<file path="config.mk">
export PLATFORM = sky130hd
export DESIGN_NAME = rr_lock_arbiter
export DESIGN_NICKNAME = d
export VERILOG_FILES = /design/src/rtl/rr_lock_arbiter.sv
export SDC_FILE = /design/constraint.sdc
export NUM_CORES = 1
export LEC_CHECK = 0
export ABC_CLOCK_PERIOD_IN_PS = 2100
export CORE_MARGIN = 2
export CORE_UTILIZATION = 56
export DETAILED_ROUTE_END_ITERATION = 8
export DONT_BUFFER_PORTS = 1
export PLACE_DENSITY = 0.85
export SETUP_SLACK_MARGIN = 0.2
export SYNTH_ARGS = -nofsm -noshare
export SYNTH_HDL_FRONTEND = slang
export SYNTH_SLANG_ARGS = --single-unit
</file>
<file path="constraint.sdc">
create_clock -name clock -period 2.1 [get_ports clock]
set_input_delay 0.42 -clock clock [delete_from_list [all_inputs] [get_ports clock]]
set_output_delay 0.42 -clock clock [all_outputs]
set_load 0.005 [all_outputs]
</file>
<file path="src/rtl/rr_lock_arbiter.sv">
// rr_lock_arbiter: round-robin lock arbiter for one shared resource.
// The owner keeps the grant while it holds its request. Once it has held the
// grant for MAX_HOLD cycles, it is preempted if any other requester is waiting.
// Every change of owner is separated by a one-cycle TURN and a fresh IDLE
// arbitration. The previous owner gets the lowest priority in that arbitration.
module rr_lock_arbiter #(
  parameter int NUM_REQ  = 4,
  parameter int ID_W     = 2,
  parameter int MAX_HOLD = 8,
  parameter int CNT_W    = 4
) (
  input  logic               clock,
  input  logic               reset,
  input  logic [NUM_REQ-1:0] req,
  output logic [NUM_REQ-1:0] gnt,
  output logic               gnt_valid,
  output logic [ID_W-1:0]    gnt_id,
  output logic               preempt,
  output logic [CNT_W-1:0]   hold_cnt
);

  localparam logic [1:0] S_IDLE  = 2'd0;
  localparam logic [1:0] S_GRANT = 2'd1;
  localparam logic [1:0] S_TURN  = 2'd2;

  localparam logic [CNT_W-1:0] HOLD_MAX = CNT_W'(MAX_HOLD);
  localparam logic [ID_W-1:0]  LAST_ID  = ID_W'(NUM_REQ - 1);

  logic [1:0]         state_q, state_d;
  logic [ID_W-1:0]    ptr_q, ptr_d;
  logic [NUM_REQ-1:0] gnt_q, gnt_d;
  logic               gnt_valid_q, gnt_valid_d;
  logic [ID_W-1:0]    gnt_id_q, gnt_id_d;
  logic               preempt_q, preempt_d;
  logic [CNT_W-1:0]   hold_cnt_q, hold_cnt_d;

  logic               sel_found;
  logic [ID_W-1:0]    sel_id;
  logic [ID_W-1:0]    scan_idx;
  logic               own_req;
  logic               others_req;
  logic               hold_sat;

  // Cyclic priority scan: first set request at or after ptr, wrapping at NUM_REQ-1.
  always_comb begin
    sel_found = 1'b0;
    sel_id    = '0;
    scan_idx  = ptr_q;
    for (int i = 0; i < NUM_REQ; i++) begin
      if (!sel_found && req[scan_idx]) begin
        sel_found = 1'b1;
        sel_id    = scan_idx;
      end
      scan_idx = (scan_idx == LAST_ID) ? '0 : scan_idx + 1'b1;
    end
  end

  // Owner status: whether it still requests, and whether anyone else is waiting.
  always_comb begin
    own_req    = req[gnt_id_q];
    others_req = |(req & ~(NUM_REQ'(1) << gnt_id_q));
    hold_sat   = (hold_cnt_q == HOLD_MAX);
  end

  // Next-state logic for the IDLE -> GRANT -> TURN cycle.
  always_comb begin
    state_d     = state_q;
    ptr_d       = ptr_q;
    gnt_d       = gnt_q;
    gnt_valid_d = gnt_valid_q;
    gnt_id_d    = gnt_id_q;
    preempt_d   = 1'b0;   // preempt is a single-cycle pulse, live only during TURN
    hold_cnt_d  = hold_cnt_q;
    case (state_q)
      S_IDLE: begin
        if (sel_found) begin
          gnt_d       = NUM_REQ'(1) << sel_id;
          gnt_valid_d = 1'b1;
          gnt_id_d    = sel_id;
          hold_cnt_d  = CNT_W'(1);
          state_d     = S_GRANT;
        end
      end
      S_GRANT: begin
        if (!own_req) begin
          // A voluntary release wins over expiry in the same cycle.
          gnt_d       = '0;
          gnt_valid_d = 1'b0;
          state_d     = S_TURN;
        end else if (hold_sat && others_req) begin
          gnt_d       = '0;
          gnt_valid_d = 1'b0;
          preempt_d   = 1'b1;
          state_d     = S_TURN;
        end else if (!hold_sat) begin
          hold_cnt_d  = hold_cnt_q + 1'b1;
        end
      end
      S_TURN: begin
        // The previous owner moves to the lowest priority. gnt_id keeps the previous owner for observers.
        ptr_d      = (gnt_id_q == LAST_ID) ? '0 : gnt_id_q + 1'b1;
        hold_cnt_d = '0;
        state_d    = S_IDLE;
      end
      default: begin
        gnt_d       = '0;
        gnt_valid_d = 1'b0;
        hold_cnt_d  = '0;
        state_d     = S_IDLE;
      end
    endcase
  end

  // State registers. Reset wins over any arbitration in the same cycle.
  always_ff @(posedge clock) begin
    if (reset) begin
      state_q     <= S_IDLE;
      ptr_q       <= '0;
      gnt_q       <= '0;
      gnt_valid_q <= 1'b0;
      gnt_id_q    <= '0;
      preempt_q   <= 1'b0;
      hold_cnt_q  <= '0;
    end else begin
      state_q     <= state_d;
      ptr_q       <= ptr_d;
      gnt_q       <= gnt_d;
      gnt_valid_q <= gnt_valid_d;
      gnt_id_q    <= gnt_id_d;
      preempt_q   <= preempt_d;
      hold_cnt_q  <= hold_cnt_d;
    end
  end

  assign gnt       = gnt_q;
  assign gnt_valid = gnt_valid_q;
  assign gnt_id    = gnt_id_q;
  assign preempt   = preempt_q;
  assign hold_cnt  = hold_cnt_q;

endmodule

</file>
==> flow_summary.yaml, run 1 <==
outcome:
  status: "complete, no violations"
synth:
  synth_top_family_by_area: "simple AND/OR/NAND/NOR gates"
  synthXorXnorAreaFrac_pct: 3.80
  synth_compound_area_share_pct: 23.2
  synth.avg_cell_area_um2: 8.55
  async_reset_ff_share_pct: 0
  ys.flop_type: "dfxtp_1"
  synth_edf_count: 0
  syn-cell-area_um2: 1150
  yosys.area_share.simple_pct: 23.9
  synthMuxAreaShare_pct: 6.51
  synth-seq-area-share_pct: 27.8
  ys_ff_latch: 16
  synthAdderAreaFrac_pct: 7.59
  syn_nets: 148
  synth.distinct_cells: 44
  yosysWarnings: 0
  syn_inst: 135
job:
  max-cap-violations: 0
floorplan:
  start_util_pct: 58.8
  die_h_um: 49.4
  coreArea_um2: 1960
  pin_count: 18
  dieArea_um2: 2440
  row_count: 16
  die_x_um: 49.4
clock_network:
  clock_sinks: 16
  cts_buffer_depth: 2
  cts_tree: "built"
  cts_root_buf: "clkbuf_4"
  cts_buffers: 3
  cts-htree-levels: 1
  path_clk_slew_ns: 0.09
  clk_latency_ns: 0.29
  ctsHoldBuffers: 0
routing:
  drt-initial-drc-count: 65
  route.detailed.drc: 0
  viasPerCell: 6.64
  vias: 1095
  routed_wl_um: 2910
  postRouteAntennaNets: 0
  drtPass1Iterations: 4
  routedWlPerCell_um: 17.6
sta:
  setup_viol: 0
  rsz0062_at_grt: "true"
  relSlewSlack_pct: 65.3
  fin_skew_ns: 0.00191
  min_period_over_period_pct: 98.0
  timing.final.crit_period_ns: 2.06
  slew_viol_final: 0
  hold_viol: 0
  worst_slew_pin_slew_ns: 0.520
  timing.final.ws_setup_ns: 0.0411
  fmax_mhz: 486
power_and_ir_drop:
  power_leakage_uw: 0.000480
  power.density_nw_per_um2: 736
  ir_drop_mv: 0.540
worst_setup_path:
  startpoint_type: "flip-flop"
  worstSetupEndpointType: "flip-flop"
  critPathRequiredTime_ns: 2.30
  worstSetupPathType: "flip-flop to flip-flop"
  cp.arrival_ns: 2.26
  path_max_fanout: 8
layout:
  multi_input_comb_area_um2: 845
  layout-drive-gt1-share_pct: 25.4
  design_area_um2: 1350
  nets: 152
  final_common_cell: "dfxtp_1"
  final_cell_mix: "dfxtp_1 (13), nor2_1 (11), inv_1 (10), nand2_1 (9), buf_4 (7)"
  seqCellArea_um2: 324
  n_antenna_cell: 0
  fillerInstances: 154
  syn_to_final_growth_pct: 17.1
global_route:
  grt_pass1_wl_um: 4040
  overflow: 0
  grt_max_degree: 18
  antenna_found_initial: 0
  grt_pass1_vias: 910
  grt_use_total_pct: 21.9
placed_design:
  post_dp_cell_area_um2: 1180
  dp_slack_ns: 0.0630
  port-buffer-count: 0
  gp_congestion: 0.865
  hpwlAfterDp_um: 1850
worst_hold_path:
  hold_class: "input port to flip-flop"
==> flip-flops by register name, indices dropped and copies added (netlist names) <==
name	flops
gnt	4
hold_cnt	4
gnt_id	2
ptr_q	2
state_q	2
gnt_valid	1
preempt	1
==> through the flow <==
stage / setup TNS (ns) / power (uW) / cells / hold slack (ns) / util, %
2_1_floorplan: 0 / 656 / 135 / 0.470 / -
3_3_place_gp: 0 / 694 / 155 / 0.484 / 60.0
3_5_place_dp: 0 / 711 / 155 / 0.492 / 60.0
4_1_cts: 0 / 934 / 162 / 0.173 / 64.5
5_1_grt: -0.0160 / 1050 / 165 / 0.157 / 68.9
6_report: 0 / 994 / 165 / 0.174 / 68.9
==> repair_timing <==
| action | in CTS | in global routing |
|---|---|---|
| pin swaps | 6 | 6 |
| buffers inserted | 3 | 3 |
| setup endpoints to repair | 11 | 11 |
| gates resized for setup | 7 | 11 |
==> synthesized netlist by cell type (2+ instances only) <==
master     instances  area (um^2)
nor3b_1            3         22.5
o31ai_1            3         22.5
o32ai_1            4         35.0
nand2b_1           5         31.3
o21ai_0            3         15.0
a32o_1             2         20.0
clkbuf_1           8         30.0
ha_1               7         87.6
xor2_1             2         17.5
nor3_1             4         20.0
mux2i_1            3         30.0
a21oi_1            5         25.0
nor4_1             2         12.5
mux4_2             2         45.0
nand2_1            9         33.8
a211oi_1           3         22.5
nor2_1            11         41.3
nand3b_1           3         22.5
xnor2_1            3         26.3
nand4_1            2         12.5
o2111ai_1          2         17.5
inv_1             10         37.5
dfxtp_1           16          320
nor2b_1            3         18.8
==> routing by layer <==
metal | track usage [%] | up-vias | wire length, um
met5 | 0 | - | 0
met4 | 10.2 | 0 | 68
met3 | 6.75 | 8 | 232
met2 | 37.2 | 62 | 1410
met1 | 24.9 | 521 | 1200
li1 | - | 504 | -
==> cell type report <==
| cell class | instances | area share (%) |
|---|---|---|
| Multi-Input combinational cell | 99 | 62.5 |
| Sequential cell | 16 | 24.0 |
| Timing Repair Buffer | 9 | 5.56 |
| Inverter | 10 | 2.78 |
| Clock buffer | 4 | 2.69 |
| Tap cell | 27 | 2.50 |
==> path summary, 6_finish.rpt <==
kind               end  slack (ns)  cells past startpoint  startpoint
max             gnt[3]        0.04                      7    ptr_q[0]
min          gnt_id[0]        0.17                      1       reset
max reg2reg     gnt[3]        0.04                      7    ptr_q[0]
min reg2reg     gnt[0]        0.50                      2      gnt[0]
==> cell families after synthesis <==
family          count (synthesis)
flops                          16
buf+inv                        20
fa+ha+maj                       7
simple gates                   49
compound gates                 33
xor+xnor                        5
mux                             5
==> power by group <==
part           internal (uW)  leakage, uW  switching, uW
clock network            106    0.0000210           98.1
registers                343     0.000132           61.8
logic                    184     0.000327            202
==> worst max-delay path, cell delays in order, from the launching register on <==
cell	delay [ns]
dfxtp_2	0.35
ha_4	0.28
xnor2_2	0.18
a32o_2	0.25
buf_4	0.15
o32ai_4	0.36
nand4_1	0.22
o32ai_2	0.18
No activity file was read; power rests on OpenSTA's default activity.
==> inputs of run 2 (changes only) <==
--- a/config.mk
+++ b/config.mk
@@ -10,7 +10,9 @@
 export CORE_UTILIZATION = 56
 export DETAILED_ROUTE_END_ITERATION = 8
 export DONT_BUFFER_PORTS = 1
+export GPL_ROUTABILITY_DRIVEN = 0
 export PLACE_DENSITY = 0.85
+export RECOVER_POWER = 50
 export SETUP_SLACK_MARGIN = 0.2
 export SYNTH_ARGS = -nofsm -noshare
 export SYNTH_HDL_FRONTEND = slang
==> run 2 against run 1 <==
  * Clock-buffer cell count stayed put
  * Final area hardly changed
  * Critical path depth stayed put
  * Combinational power hardly changed
  * Worst hold slack better by 0.0072 ns
  * Global-route usage stayed put
  * Sequential power hardly changed
  * Sequential cell count stayed put
  * Wire length stayed put
  * Via count stayed put
  * First-iteration DRC count stayed put
  * Fmax stayed put
  * Largest power group unchanged
==> flow_summary.yaml, run 2 (synthesized netlist as in run 1, its figures left out) <==
outcome:
  status: "complete, no violations"
clock_network:
  clk_latency_ns: 0.29
  path_clk_slew_ns: 0.09
  cts-htree-levels: 1
  cts_buffer_depth: 2
  ctsHoldBuffers: 0
  clock_sinks: 16
  cts_tree: "built"
  cts_buffers: 3
  cts_root_buf: "clkbuf_4"
global_route:
  overflow: 0
  grt_pass1_vias: 910
  grt_pass1_wl_um: 4040
  antenna_found_initial: 0
  grt_max_degree: 18
  grt_use_total_pct: 21.9
routing:
  wl_met1_um: 1200
  dr_wl_met2_um: 1410
  routedWlPerCell_um: 17.6
  wl_met3_um: 232
  dr.max_layer_used: "met4"
  drtPass1Iterations: 4
  routed_wl_um: 2910
  drt-initial-drc-count: 65
  viasPerCell: 6.64
  route.detailed.drc: 0
  vias: 1095
  postRouteAntennaNets: 0
floorplan:
  coreArea_um2: 1960
  dieArea_um2: 2440
  die_h_um: 49.4
  start_util_pct: 58.8
  die_x_um: 49.4
  row_count: 16
  pin_count: 18
worst_hold_path:
  hold_class: "input port to flip-flop"
  hold_path_depth: 1
layout:
  n_antenna_cell: 0
  final_common_cell: "dfxtp_1"
  syn_to_final_growth_pct: 17.0
  nets: 152
  final_cell_mix: "dfxtp_1 (14), nor2_1 (11), inv_1 (10), nand2_1 (9), buf_4 (7)"
  stdcell_count: 165
  post-route-util_pct: 68.8
  layout-drive-gt1-share_pct: 24.6
placed_design:
  dp_slack_ns: 0.0630
  hpwlAfterDp_um: 1850
  placed_cells: 155
  port-buffer-count: 0
sta:
  min_period_over_period_pct: 98.0
  setup_viol: 0
  timing.final.ws_setup_ns: 0.0411
  hold_ws_ns: 0.181
  fmax_mhz: 486
  worst_slew_pin_slew_ns: 0.520
  fin_skew_ns: 0.00191
  hold_viol: 0
  relSlewSlack_pct: 65.3
  slew_viol_final: 0
  timing.final.crit_period_ns: 2.06
  rsz0062_at_grt: "true"
job:
  max-cap-violations: 0
worst_setup_path:
  worstSetupPathType: "flip-flop to flip-flop"
  startpoint_type: "flip-flop"
  path_max_fanout: 8
  worstRegToRegCells: 7
  worstSetupEndpointType: "flip-flop"
  crit_slowest_cell: "o32ai_4"
  critPathRequiredTime_ns: 2.30
  cp_slowest_stage_delay_ns: 0.36
  cp_cell_sequence: "ha_4 > xnor2_2 > a32o_2 > buf_4 > o32ai_4 > nand4_1 > o32ai_2"
  cp.arrival_ns: 2.26
power_and_ir_drop:
  ir_drop_mv: 0.540
  total_power_uw: 993
  power.density_nw_per_um2: 736
  power_leakage_uw: 0.000480
[run 2: cell counts in the layout (fill, tap and decap cells not counted)]
No cell type changed its count.
[run 2: critical path: cells and delay by family, from the launching register on]
| kind | cells | cell delay [ns] |
|---|---|---|
| adders and majority gates | 1 | 0.28 |
| and+or+nand+nor | 1 | 0.22 |
| xor gates and xnor gates | 1 | 0.18 |
| buffers and inverters | 1 | 0.15 |
| AOI/OAI and AO/OA | 3 | 0.79 |
| DFF | 1 | 0.35 |
[run 2: worst paths after layout]
| check | startpoint | slack [ns] | endpoint |
|---|---|---|---|
| worst max-delay path | ptr_q[0] | 0.04 | gnt[3] |
| worst max register to register | ptr_q[0] | 0.04 | gnt[3] |
| worst min-delay path | reset | 0.18 | gnt_id[0] |
| worst min register to register | gnt[0] | 0.50 | gnt[0] |
[run 2: metrics by stage]
| stage | setup TNS [ns] | cell area [um^2] |
|---|---|---|
| after floorplan | 0 | 1170 |
| after global placement | 0 | 1180 |
| after detailed placement | 0 | 1180 |
| after CTS | 0 | 1260 |
| after global routing | -0.0401 | 1350 |
| final | 0 | 1350 |
[run 2: timing repair]
item,in CTS,in global routing
buffers inserted,3,3
pin swaps,6,6
setup endpoints to repair,11,11
gates resized for setup,7,11
[run 2: layout make-up]
class / count / area [um^2]
inverter: 10 / 37.5
multi-input combinational: 99 / 845
tap: 27 / 33.8
sequential: 16 / 323
clock buffer: 4 / 36.3
timing repair buffer: 9 / 75.1
fill: 155 / 612
[run 2: power by group]
group | switching, uW | internal (uW) | total (uW)
sequential | 61.8 | 342 | 404
clock | 98.1 | 106 | 204
combinational | 202 | 184 | 386
total | 362 | 631 | 993
[run 2: routing by layer]
metal / vias up / GRT usage [%]
met1: 521 / 24.9
met3: 8 / 6.75
met5: - / 0
li1: 504 / -
met4: 0 / 10.2
met2: 62 / 37.2
==> inputs of run 3 (changes only) <==
--- a/config.mk
+++ b/config.mk
@@ -6,14 +6,16 @@
 export NUM_CORES = 1
 export LEC_CHECK = 0
 export ABC_CLOCK_PERIOD_IN_PS = 2100
+export CORE_ASPECT_RATIO = 0.8
 export CORE_MARGIN = 2
-export CORE_UTILIZATION = 56
+export CORE_UTILIZATION = 39
 export DETAILED_ROUTE_END_ITERATION = 8
 export DONT_BUFFER_PORTS = 1
 export GPL_ROUTABILITY_DRIVEN = 0
-export PLACE_DENSITY = 0.85
+export PLACE_DENSITY = 0.66
 export RECOVER_POWER = 50
 export SETUP_SLACK_MARGIN = 0.2
+export SLEW_MARGIN = 30
 export SYNTH_ARGS = -nofsm -noshare
 export SYNTH_HDL_FRONTEND = slang
 export SYNTH_SLANG_ARGS = --single-unit
==> run 3 against run 2 <==
  * Non-clock buffer count is 1 higher
  * Power is 6.8% higher
  * Clock-buffer cell count unchanged
  * Sequential share of layout area down 0.54 points
  * Fmax rose by 3.8%
  * Global-route usage fell by 4.5 points
  * Clock skew increased by 0.0031 ns
  * Worst setup slack improved by 0.076 ns
  * Register-to-register slack better by 0.08 ns
  * Final area rose by 2.7%
  * Wire length is 5.5% lower
  * Critical path depth is 1 lower
  * Largest cell class unchanged
  * Highest routed layer unchanged
==> flow_summary.yaml, run 3 (synthesized netlist as in run 1, its figures left out) <==
outcome:
  status: "complete, no violations"
worst_hold_path:
  hold_class: "input port to flip-flop"
clock_network:
  path_clk_slew_ns: 0.07
  cts-htree-levels: 1
  ctsHoldBuffers: 0
  cts_root_buf: "clkbuf_8"
  cts_buffer_depth: 2
  cts_tree: "built"
  cts_buffers: 3
  clk_latency_ns: 0.26
  clock_sinks: 16
power_and_ir_drop:
  pwr-share-clk_pct: 26.3
  power_leakage_uw: 0.000497
  power.density_nw_per_um2: 765
  switchingPower_uw: 363
  p_int_uw: 698
  total_power_uw: 1060
  comb_power_share_pct: 36.7
  seq_power_share_pct: 37.0
  ir_drop_mv: 0.325
  netSwitchingFraction_pct: 34.2
worst_setup_path:
  cp_slowest_stage_delay_ns: 0.36
  path_max_fanout: 6
  cp.arrival_ns: 2.12
  cp_cell_sequence: "ha_4 > xnor2_2 > a32o_2 > o32a_1 > a211oi_4 > o32ai_1"
  critPathRequiredTime_ns: 2.24
  worstSetupEndpointType: "flip-flop"
  path_buf_inv: 0
  worstSetupPathType: "flip-flop to flip-flop"
  startpoint_type: "flip-flop"
  crit_slowest_cell: "dfxtp_4"
  cpLargestDelayFamily: "compound AO/OA/AOI/OAI gates"
placed_design:
  post_dp_cell_area_um2: 1220
  hpwlAfterDp_um: 1960
  dp_slack_ns: 0.128
  port-buffer-count: 0
global_route:
  antenna_found_initial: 0
  use_met3_pct: 6.02
  grt_pass1_vias: 984
  grt_use_total_pct: 17.4
  grt_pass1_wl_um: 4490
  gr-usage-met2_pct: 29.6
  top_usage_layer: "met2"
  grt_max_degree: 15
  globalRouteMet1Util_pct: 21.2
  overflow: 0
layout:
  final_common_cell: "dfxtp_1"
  fillerInstances: 267
  final_cell_mix: "dfxtp_1 (15), nor2_1 (11), inv_1 (10), nand2_1 (8), buf_4 (7)"
  nets: 153
  design_area_um2: 1390
  post-route-util_pct: 49.8
  multi_input_comb_area_um2: 835
  n_antenna_cell: 0
  seqCellArea_um2: 324
  layout-drive-gt1-share_pct: 25.2
  syn_to_final_growth_pct: 20.2
sta:
  worst_slew_pin_slew_ns: 0.475
  setup_viol: 0
  rsz0062_at_grt: "true"
  fmax_mhz: 504
  hold_viol: 0
  timing.final.ws_setup_ns: 0.117
  tns_ns: 0
  min_period_over_period_pct: 94.4
  slew_viol_final: 0
  timing.final.crit_period_ns: 1.98
  fin_skew_ns: 0.00498
  relSlewSlack_pct: 68.3
routing:
  postRouteAntennaNets: 0
  vias: 1015
  viasPerCell: 5.73
  drtPass1Iterations: 4
  routed_wl_um: 2750
  drt-initial-drc-count: 35
  routedWlPerCell_um: 15.5
  route.detailed.drc: 0
floorplan:
  die_x_um: 64.8
  die_h_um: 52.6
  start_util_pct: 41.4
  coreArea_um2: 2790
  pin_count: 18
  dieArea_um2: 3410
  row_count: 17
job:
  max-cap-violations: 0
==> run 3: power groups by stage <==
stage / sequential, uW / combinational, uW / clock (uW)
2_1_floorplan: 383 / 273 / 0
3_3_place_gp: 396 / 315 / 0
3_5_place_dp: 399 / 330 / 0
4_1_cts: 393 / 351 / 285
5_1_grt: 401 / 428 / 295
6_report: 393 / 389 / 279
==> run 3: timing repair <==
action	CTS	global route
pin swaps	2	2
gates cloned	0	0
hold endpoints to repair	0	0
setup endpoints to repair	8	11
setup buffers	4	1
gates resized for setup	3	14
==> run 3: area by class of cell <==
type	count	share of cell area (%)
Multi-Input combinational cell	99	60.2
Sequential cell	16	23.4
Timing Repair Buffer	10	6.32
Clock buffer	4	3.97
Tap cell	38	3.43
Inverter	10	2.71
==> run 3: stage by stage <==
stage / hold WS, ns / cells
after floorplan: 0.470 / 135
after global placement: 0.484 / 168
after detailed placement: 0.492 / 168
after CTS: 0.224 / 176
after global routing: 0.218 / 177
final: 0.226 / 177
==> run 3: worst paths after layout <==
path | from | slack [ns] | end | cells past startpoint
worst max-delay path | ptr_q[0] | 0.12 | gnt[3] | 6
worst min-delay path | reset | 0.23 | ptr_q[0] | 1
worst max register to register | ptr_q[0] | 0.12 | gnt[3] | 6
worst min register to register | gnt[1] | 0.50 | gnt[1] | 2
==> run 3: routing by layer <==
layer	share of wire [%]	wire length, um
met1	45	1240
met2	48	1330
met4	0.95	26
met5	0	0
met3	5.3	146
==> run 3: worst register-to-register path, cell delays in order (launching register included) <==
cell	delay (ns)
dfxtp_4	0.36
ha_4	0.27
xnor2_2	0.17
a32o_2	0.26
o32a_1	0.36
a211oi_4	0.32
o32ai_1	0.11
